[src/rtl/letter_pkg.sv]
// Shared types and ASCII helpers for the serial letter front end and the
// alphabet pattern detectors that consume its output.
package letter_pkg;

  typedef enum logic [2:0] {
    IDLE,
    START,
    DATA,
    STOP,
    WAIT_IDLE
  } rx_state_t;

  localparam logic [7:0] ASCII_LC_A = 8'h61;
  localparam logic [7:0] ASCII_LC_Z = 8'h7A;
  localparam logic [7:0] CASE_DELTA = 8'h20;

  // Only a-z are folded; every other byte, including neighbours of the range, passes through.
  function automatic logic [7:0] fold_case(input logic [7:0] ch, input logic en);
    if (en && (ch >= ASCII_LC_A) && (ch <= ASCII_LC_Z))
      return ch - CASE_DELTA;
    return ch;
  endfunction

endpackage

[src/rtl/sync_2ff.sv]
// Two-flop synchronizer for asynchronous inputs, with a selectable value
// loaded by the active-low asynchronous reset.
module sync_2ff #(
  parameter int                 WIDTH   = 1,
  parameter logic [WIDTH-1:0]   RST_VAL = '1
) (
  input  logic             clk,
  input  logic             rst,
  input  logic [WIDTH-1:0] d,
  output logic [WIDTH-1:0] q
);

  logic [WIDTH-1:0] sync_p0;
  logic [WIDTH-1:0] sync_p1;

  always_ff @(posedge clk or negedge rst) begin
    if (!rst) begin
      sync_p0 <= RST_VAL;
      sync_p1 <= RST_VAL;
    end else begin
      sync_p0 <= d;
      sync_p1 <= sync_p0;
    end
  end

  assign q = sync_p1;

endmodule

[src/rtl/uart_letter_rx.sv]
// 8N1 serial receiver producing one (optionally upper-cased) letter per
// frame with a single-cycle strobe, or a frame_err strobe on a bad stop bit.
module uart_letter_rx
  import letter_pkg::*;
#(
  parameter int CLKS_PER_BIT = 16,
  parameter bit FOLD_CASE    = 1'b1
) (
  input  logic       clk,
  input  logic       rst,
  input  logic       rxd,
  output logic [7:0] letter,
  output logic       letter_valid,
  output logic       frame_err
);

  localparam int              CNT_W     = (CLKS_PER_BIT > 1) ? $clog2(CLKS_PER_BIT) : 1;
  localparam logic [CNT_W-1:0] BIT_LAST  = CNT_W'(CLKS_PER_BIT - 1);
  localparam logic [CNT_W-1:0] HALF_LAST = CNT_W'(CLKS_PER_BIT / 2 - 1);

  generate
    if (CLKS_PER_BIT < 4) begin : g_bad_param
      $error("uart_letter_rx: CLKS_PER_BIT must be at least 4");
    end
  endgenerate

  rx_state_t        state;
  logic [CNT_W-1:0] cnt;
  logic [2:0]       idx;
  logic [7:0]       shreg;
  logic             rxd_s;

  sync_2ff #(
    .WIDTH  (1),
    .RST_VAL(1'b1)
  ) u_rxd_sync (
    .clk(clk),
    .rst(rst),
    .d  (rxd),
    .q  (rxd_s)
  );

  always_ff @(posedge clk or negedge rst) begin
    if (!rst) begin
      state        <= IDLE;
      cnt          <= '0;
      idx          <= '0;
      shreg        <= '0;
      letter       <= '0;
      letter_valid <= 1'b0;
      frame_err    <= 1'b0;
    end else begin
      letter_valid <= 1'b0;
      frame_err    <= 1'b0;
      case (state)
        IDLE: begin
          cnt <= '0;
          idx <= '0;
          if (!rxd_s) state <= START;
        end
        // Resample mid start bit so short low glitches are rejected.
        START: begin
          if (cnt == HALF_LAST) begin
            cnt   <= '0;
            state <= rxd_s ? IDLE : DATA;
          end else begin
            cnt <= cnt + 1'b1;
          end
        end
        DATA: begin
          if (cnt == BIT_LAST) begin
            cnt        <= '0;
            shreg[idx] <= rxd_s;
            idx        <= idx + 3'd1;
            if (idx == 3'd7) state <= STOP;
          end else begin
            cnt <= cnt + 1'b1;
          end
        end
        STOP: begin
          if (cnt == BIT_LAST) begin
            cnt <= '0;
            if (rxd_s) begin
              letter       <= fold_case(shreg, FOLD_CASE);
              letter_valid <= 1'b1;
              state        <= IDLE;
            end else begin
              frame_err <= 1'b1;
              state     <= WAIT_IDLE;
            end
          end else begin
            cnt <= cnt + 1'b1;
          end
        end
        // A low stop bit usually means a break; wait for the line to recover.
        WAIT_IDLE: begin
          if (rxd_s) state <= IDLE;
        end
        default: state <= IDLE;
      endcase
    end
  end

endmodule

[config.mk]
export PLATFORM = sky130hd
export DESIGN_NAME = uart_letter_rx
export DESIGN_NICKNAME = d
export VERILOG_FILES = /design/src/rtl/letter_pkg.sv /design/src/rtl/sync_2ff.sv /design/src/rtl/uart_letter_rx.sv
export SDC_FILE = /design/constraint.sdc
export NUM_CORES = 1
export LEC_CHECK = 0
export CORE_MARGIN = 2
export CORE_UTILIZATION = 50
export CTS_CLUSTER_DIAMETER = 30
export DETAILED_ROUTE_END_ITERATION = 10
export HOLD_SLACK_MARGIN = 0.15
export PLACE_DENSITY = 0.74
export SLEW_MARGIN = 10
export SYNTH_ARGS = -nofsm -noshare
export SYNTH_HDL_FRONTEND = slang
export SYNTH_HIERARCHICAL = 1
export SYNTH_SLANG_ARGS = --single-unit
[constraint.sdc]
create_clock -name clk -period 1.8 [get_ports clk]
set_clock_uncertainty 0.15 [all_clocks]
set_input_delay 0.36 -clock clk [delete_from_list [all_inputs] [get_ports clk]]
set_output_delay 0.36 -clock clk [all_outputs]
set_load 0.02 [all_outputs]
======== After elaboration in Yosys (flattened, before gate mapping) ========
Cells that the tools add are included.
word-level totals
  register bits after elaboration ......... 30
  input port bits ......................... 3
  output and inout bits ................... 10
  word-level logic and storage cells ...... 68
operators by class
  add/subtract/negate cells ............... 3
  magnitude comparators ................... 4
  equal/unequal tests ..................... 13
  multiplexer cells ....................... 29
  reductions and logical operators ........ 10
operator list
  cell                                                                count
  2-to-1 mux 3 bit                                                    8
  2-to-1 mux 8 bit                                                    2
  case mux 3 bit (5 select lines)                                     1
  case mux 4 bit (3 select lines)                                     1
  2-to-1 mux 1 bit                                                    11
  != test 2 bit (second input constant)                               5
  bitwise mux 8 bit                                                   1
  greater-or-equal comparator 8 x 7 -> 1 bit (second input constant)  1
  <= comparator 8 x 7 -> 1 bit (second input constant)                1
  2-to-1 mux 4 bit                                                    2
  subtractor 8 x 6 -> 8 bit (second input constant)                   1
  == test 3 x 2 -> 1 bit (second input constant)                      2
  == test 3 bit (second input constant)                               2
  case mux 3 bit (2 select lines)                                     1
  AND reduction 6 bit                                                 1
  adder 4 x 1 -> 4 bit (second input constant)                        1
  == test 4 x 3 -> 1 bit (second input constant)                      1
  == test 4 bit (second input constant)                               1
  < comparator 3 x 4 -> 1 bit (second input constant)                 1
  AND reduction 2 bit                                                 2
  adder 3 x 1 -> 3 bit (second input constant)                        1
  demux 1 bit (select 3 bit)                                          1
  == test 3 x 1 -> 1 bit (second input constant)                      1
  greater-or-equal comparator 3 x 1 -> 1 bit (second input constant)  1
  other kinds (8)                                                     9

======== Longest topological paths before layout ========
  depth after elaboration ................. 7
  gate-level depth with buffers ........... 6
  depth with buffers taken out ............ 5

======== By module ========
Netlist, hierarchy kept.
by module, submodules not included
  module          instances  cells an instance  area each (sq um)  sequential area each (sq um)
  uart_letter_rx  1          120                1341.3             700.7
  sync_2ff        1          2                  52.6               52.6

======== Worst setup path after synthesis ========
OpenSTA, ideal clock, no wires.
  path type ............................... flip-flop to flip-flop
  from .................................... register cnt[0]
  to ...................................... register shreg[4]
  library setup time ...................... 0.125 ns
  data arrival time ....................... 1.568 ns
  required time ........................... 1.525 ns
  setup slack ............................. -0.043 ns
  cell stages (with the launch flop) ...... 6
  buffers on the path ..................... 0
  clock period less this slack ............ 1.843 ns
  path through ............................ dfrtp_1 -> ha_1 -> and4b_2 -> nand3b_1 -> nor3b_1 -> mux2_2
on the way
  longest elaborated chain between the ends .. 2
RTL lines
  item                                  RTL line              text
  start, declared                       uart_letter_rx.sv:28  logic [CNT_W-1:0] cnt;
  start signal, assigned                uart_letter_rx.sv:67  cnt <= cnt + 1'b1;
  start signal, assigned                uart_letter_rx.sv:77  cnt <= cnt + 1'b1;
  start signal, assigned                uart_letter_rx.sv:92  cnt <= cnt + 1'b1;
  == test 4 bit                         uart_letter_rx.sv:71  if (cnt == BIT_LAST) begin
  AND reduction 2 bit (no source line)  n/a
  end signal, assigned by index         uart_letter_rx.sv:73  shreg[idx] <= rxd_s;
  end, declared                         uart_letter_rx.sv:30  logic [7:0] shreg;
Every way passes these cells.
A chain may end at the register's enable or synchronous reset.

======== Worst setup path after layout ========
  from .................................... register cnt[0]
  to ...................................... register letter[7]
on the way
  longest elaborated chain between the ends .. 2
RTL lines
  item                                  RTL line              text
  == test 4 bit                         uart_letter_rx.sv:81  if (cnt == BIT_LAST) begin
  AND reduction 3 bit (no source line)  n/a
  end signal, assigned                  uart_letter_rx.sv:84  letter <= fold_case(shreg, FOLD_CASE);
  end, declared                         uart_letter_rx.sv:12  output logic [7:0] letter,
Every way passes these cells.

==> results by group <==
Detailed routing
  – DR WL/cell: roughly 14 um
  – Final antenna-violating net count: 0
  – Via-per-instance ratio: 5.50
  – 1st-pass router iterations: 4
  – Vias: between 1000 and 1500
  – DRC Markers: 0
  – Total Wirelength: ~2700 um
  – Initial DRC count: 25

Timing
  – Fin. max-slew vios: 0
  – Fmax: approximately 550 MHz
  – Relative slew slack: 0.770
  – Final hold vios: 0
  – Hold WS: 0.212 ns
  – Final period utilization: 1.02
  – Slew @ Worst Pin: ~0.34 ns
  – RSZ-0062 raised after global routing: yes
  – Final setup viols: 2
  – Min Tclk post-route: between 1.5 and 2 ns
  – Final worst setup slack: -0.0284 ns

Synthesis
  – Yosys warning count: 6
  – Syn Std Cell Area: ~0.0014 mm2
  – Syn Nets: 129
  – Avg Inst Size Synth: 11.4 um2
  – Sequential share of the synthesized area: 0.540
  – Number of synthesized flops with an enable pin: 0
  – Post-synth ARST share: 1.00
  – Post-synth cell types: 40
  – Synthesized flop and latch total: 30
  – Top FF cell, synth: dfrtp_1
  – Post-Syn Instances: between 100 and 150

Min path
  – Hold Crit Class: flop to flop
  – Hold Path Sink: u_rxd_sync/q$_DFF_PN1_
  – Hold depth: 0
  – Hold Crit Start: u_rxd_sync/sync_p0$_DFF_PN1_

Global route
  – Layer with the highest usage: met2
  – Initial antenna violation count: 0
  – GRT met3 Usage: 0.0737
  – Pin count of the biggest net entering global routing: 31
  – GRT met1 Usage: 0.239
  – Gr ovfl total: 0
  – Vias in the first global route: approximately 1100
  – Total global-route track usage: 0.194
  – GRT met2 Usage: 0.302
  – First-pass GRT wire length: 4710 um

Flow run
  – MaxCap Viol Count: 0

Setup path
  – Critical Path RT: roughly 1.9 ns
  – Depth of the most critical reg-to-reg path: 6
  – CP Launch Point: cnt[0]$_DFFE_PN0P_
  – Worst reg2reg setup slack: -0.03 ns
  – Startpoint Class: flop
  – CP cell instances: ha_2 -> and4b_2 -> buf_4 -> nand4_4 -> mux2_4 -> a41o_1
  – CP Max Fanout: 4
  – Critical Path Sink Type: flop
  – R2R Path Start: cnt[0]$_DFFE_PN0P_
  – Worst r2r dst: letter[7]$_DFFE_PN0P_
  – Largest stage delay on the critical path: ~0.37 ns
  – Critical setup path kind: flop to flop
  – Slowest stage cell, crit path: dfrtp_1
  – Crit path DAT: 1.92 ns

Clocking
  – Clock Latency Late Sink: 0.34 ns
  – Clock Path Buffers: 2
  – Root Buffer: clkbuf_4
  – CTS sink count: 30
  – CTS buffer count: 5
  – CTS H-tree lvls: 2
  – Clock transition at path regs: 0.10 ns
  – CTS tree: built

Finish
  – Filler cells: around 210
  – Final cell count without fillers: ~190
  – Layout cell share with drive strength beyond 1: 0.312
  – P&R area growth vs syn: 26.5%
  – Antenna Cells: 0
  – Nets: 160

Floorplan
  – Number of core rows: 19
  – Die X: 56.8 um
  – Die area: approximately 0.0032 mm2
  – Io pins: 13
  – Die height: 56.8 um
  – Starting density of the core: 0.514
  – Placeable Area: 0.00271 mm2

Power and ir drop
  – Internal power: 1240 uW
  – Logic gate share of total power: 0.277
  – VDD IR-drop max: ~0.9 mV
  – Leak: 0.000905 uW
  – Psw: 564 uW
  – Reg power frac: 0.491
  – Clk network pwr share: 0.232
  – Power per cell area: between 1000 and 1500 mW/mm2
  – Switching Fraction: 0.312

Outcome
  – Failing checks: negative setup slack
  – Status: complete, but fails checks

Place
  – Placed Cells: 172
  – Post-DP HPWL: around 1900 um
  – Routability cong.: 0.787
  – PortBufs: 12
## sequential cells by signal (all words and copies together) (netlist names)
register and count:
letter 8, shreg 8, cnt 4, idx 3, state 3, frame_err 1
letter_valid 1, u_rxd_sync/q 1, u_rxd_sync/sync_p0 1
## cell usage after synthesis (2+ instances only)
| master | n | area (um2) |
|---|---|---|
| dfrtp_1 | 28 | 701 |
| ha_1 | 4 | 50.1 |
| o31ai_1 | 2 | 15.0 |
| o21ai_0 | 11 | 55.1 |
| clkbuf_1 | 4 | 15.0 |
| nand2_1 | 11 | 41.3 |
| mux2i_1 | 2 | 20.0 |
| nand4b_1 | 2 | 17.5 |
| nor3b_1 | 2 | 15.0 |
| nand3_1 | 3 | 15.0 |
| inv_1 | 5 | 18.8 |
| dfstp_2 | 2 | 52.6 |
| a21oi_1 | 4 | 20.0 |
| nor2_1 | 5 | 18.8 |
| mux2_2 | 11 | 124 |
| nor3_1 | 2 | 10.0 |
## layer usage
metal / wire, um / vias to the layer above
met1: 1210 / 496
met2: 1290 / 15
met5: 0 / -
li1: - / 502
met4: 47 / 0
met3: 123 / 5
## power groups by stage
stage,Combinational (uW),Clock (uW),Sequential (uW)
floorplan,288,0,859
global placement,418,0,887
detailed placement,443,0,898
CTS,460,434,885
global route,562,464,905
finish,502,419,887
## layout make-up
class,count,area (um2),share of cell area
inverters,5,18.8,0.0106
multi-input cells,80,617,0.350
well taps,31,38.8,0.0220
flip-flops and latches,30,753,0.427
clock buffers,7,55.1,0.0312
clock inverters,1,5.00,0.00284
repair buffers,31,275,0.156
## metrics by stage
stage	util	setup slack (ns)	instance area, um2	power, uW	setup TNS (ns)
finish	0.651	-0.0284	1760	1810	-0.0424
global route	0.651	-0.124	1760	1930	-0.478
CTS	0.631	-0.0482	1710	1780	-0.132
detailed placement	0.608	-0.0506	1650	1340	-0.107
global placement	0.608	0.0360	1650	1300	0
floorplan	-	-0.0122	1410	1150	-0.0267
## repair_timing
item | 4_1_cts | 5_1_grt
pin swaps | 1 | 3
setup buffers | 1 | 4
gates resized for setup | 9 | 6
endpoints found under the setup margin | 11 | 8
hold buffers | 0 | 0
gates cloned | 0 | 0
## logic make-up after synthesis
family / synth area share
AO/OA/AOI/OAI: 0.110
XOR/XNOR: 0.00628
adder cells (fa/ha/maj): 0.0359
buffers and inverters: 0.0413
flip-flops: 0.540
multiplexers: 0.114
AND/OR/NAND/NOR: 0.153
## worst max path at each step
stage / end / slack (ns)
final: letter[7]$_DFFE_PN0P_ / -0.03
after global routing: shreg[4]$_DFFE_PN0P_ / -0.12
after floorplan: shreg[4]$_DFFE_PN0P_ / -0.01
after detailed placement: shreg[4]$_DFFE_PN0P_ / -0.05
after global placement: shreg[0]$_DFFE_PN0P_ / 0.04
after CTS: shreg[2]$_DFFE_PN0P_ / -0.05
## worst max-delay path: cells and delay by family (launching register included)
| family | cells | cell delay, ns |
|---|---|---|
| compound gates | 1 | 0.20 |
| fa+ha+maj | 1 | 0.18 |
| buf+inv | 1 | 0.13 |
| flops | 1 | 0.37 |
| mux | 1 | 0.33 |
| simple gates | 2 | 0.38 |
## placed cells by master (no fill, tap or decap), drive strengths merged, types with 2 or more instances in the layout
cell type,synthesis,routed
buf,3,19
nand4,2,2
dlygate4sd2,0,8
nand3,3,3
clkdlybuf4s50,0,3
nand2,11,11
mux2i,2,2
o31ai,2,2
ha,4,4
nand4b,2,2
inv,5,5
nor3b,2,2
o21ai,12,12
dfrtp,28,28
a21oi,4,4
dfstp,2,2
nor3,2,2
mux2,12,12
nor2,5,5
clkbuf,4,7
(Power assumes the default switching activity.)
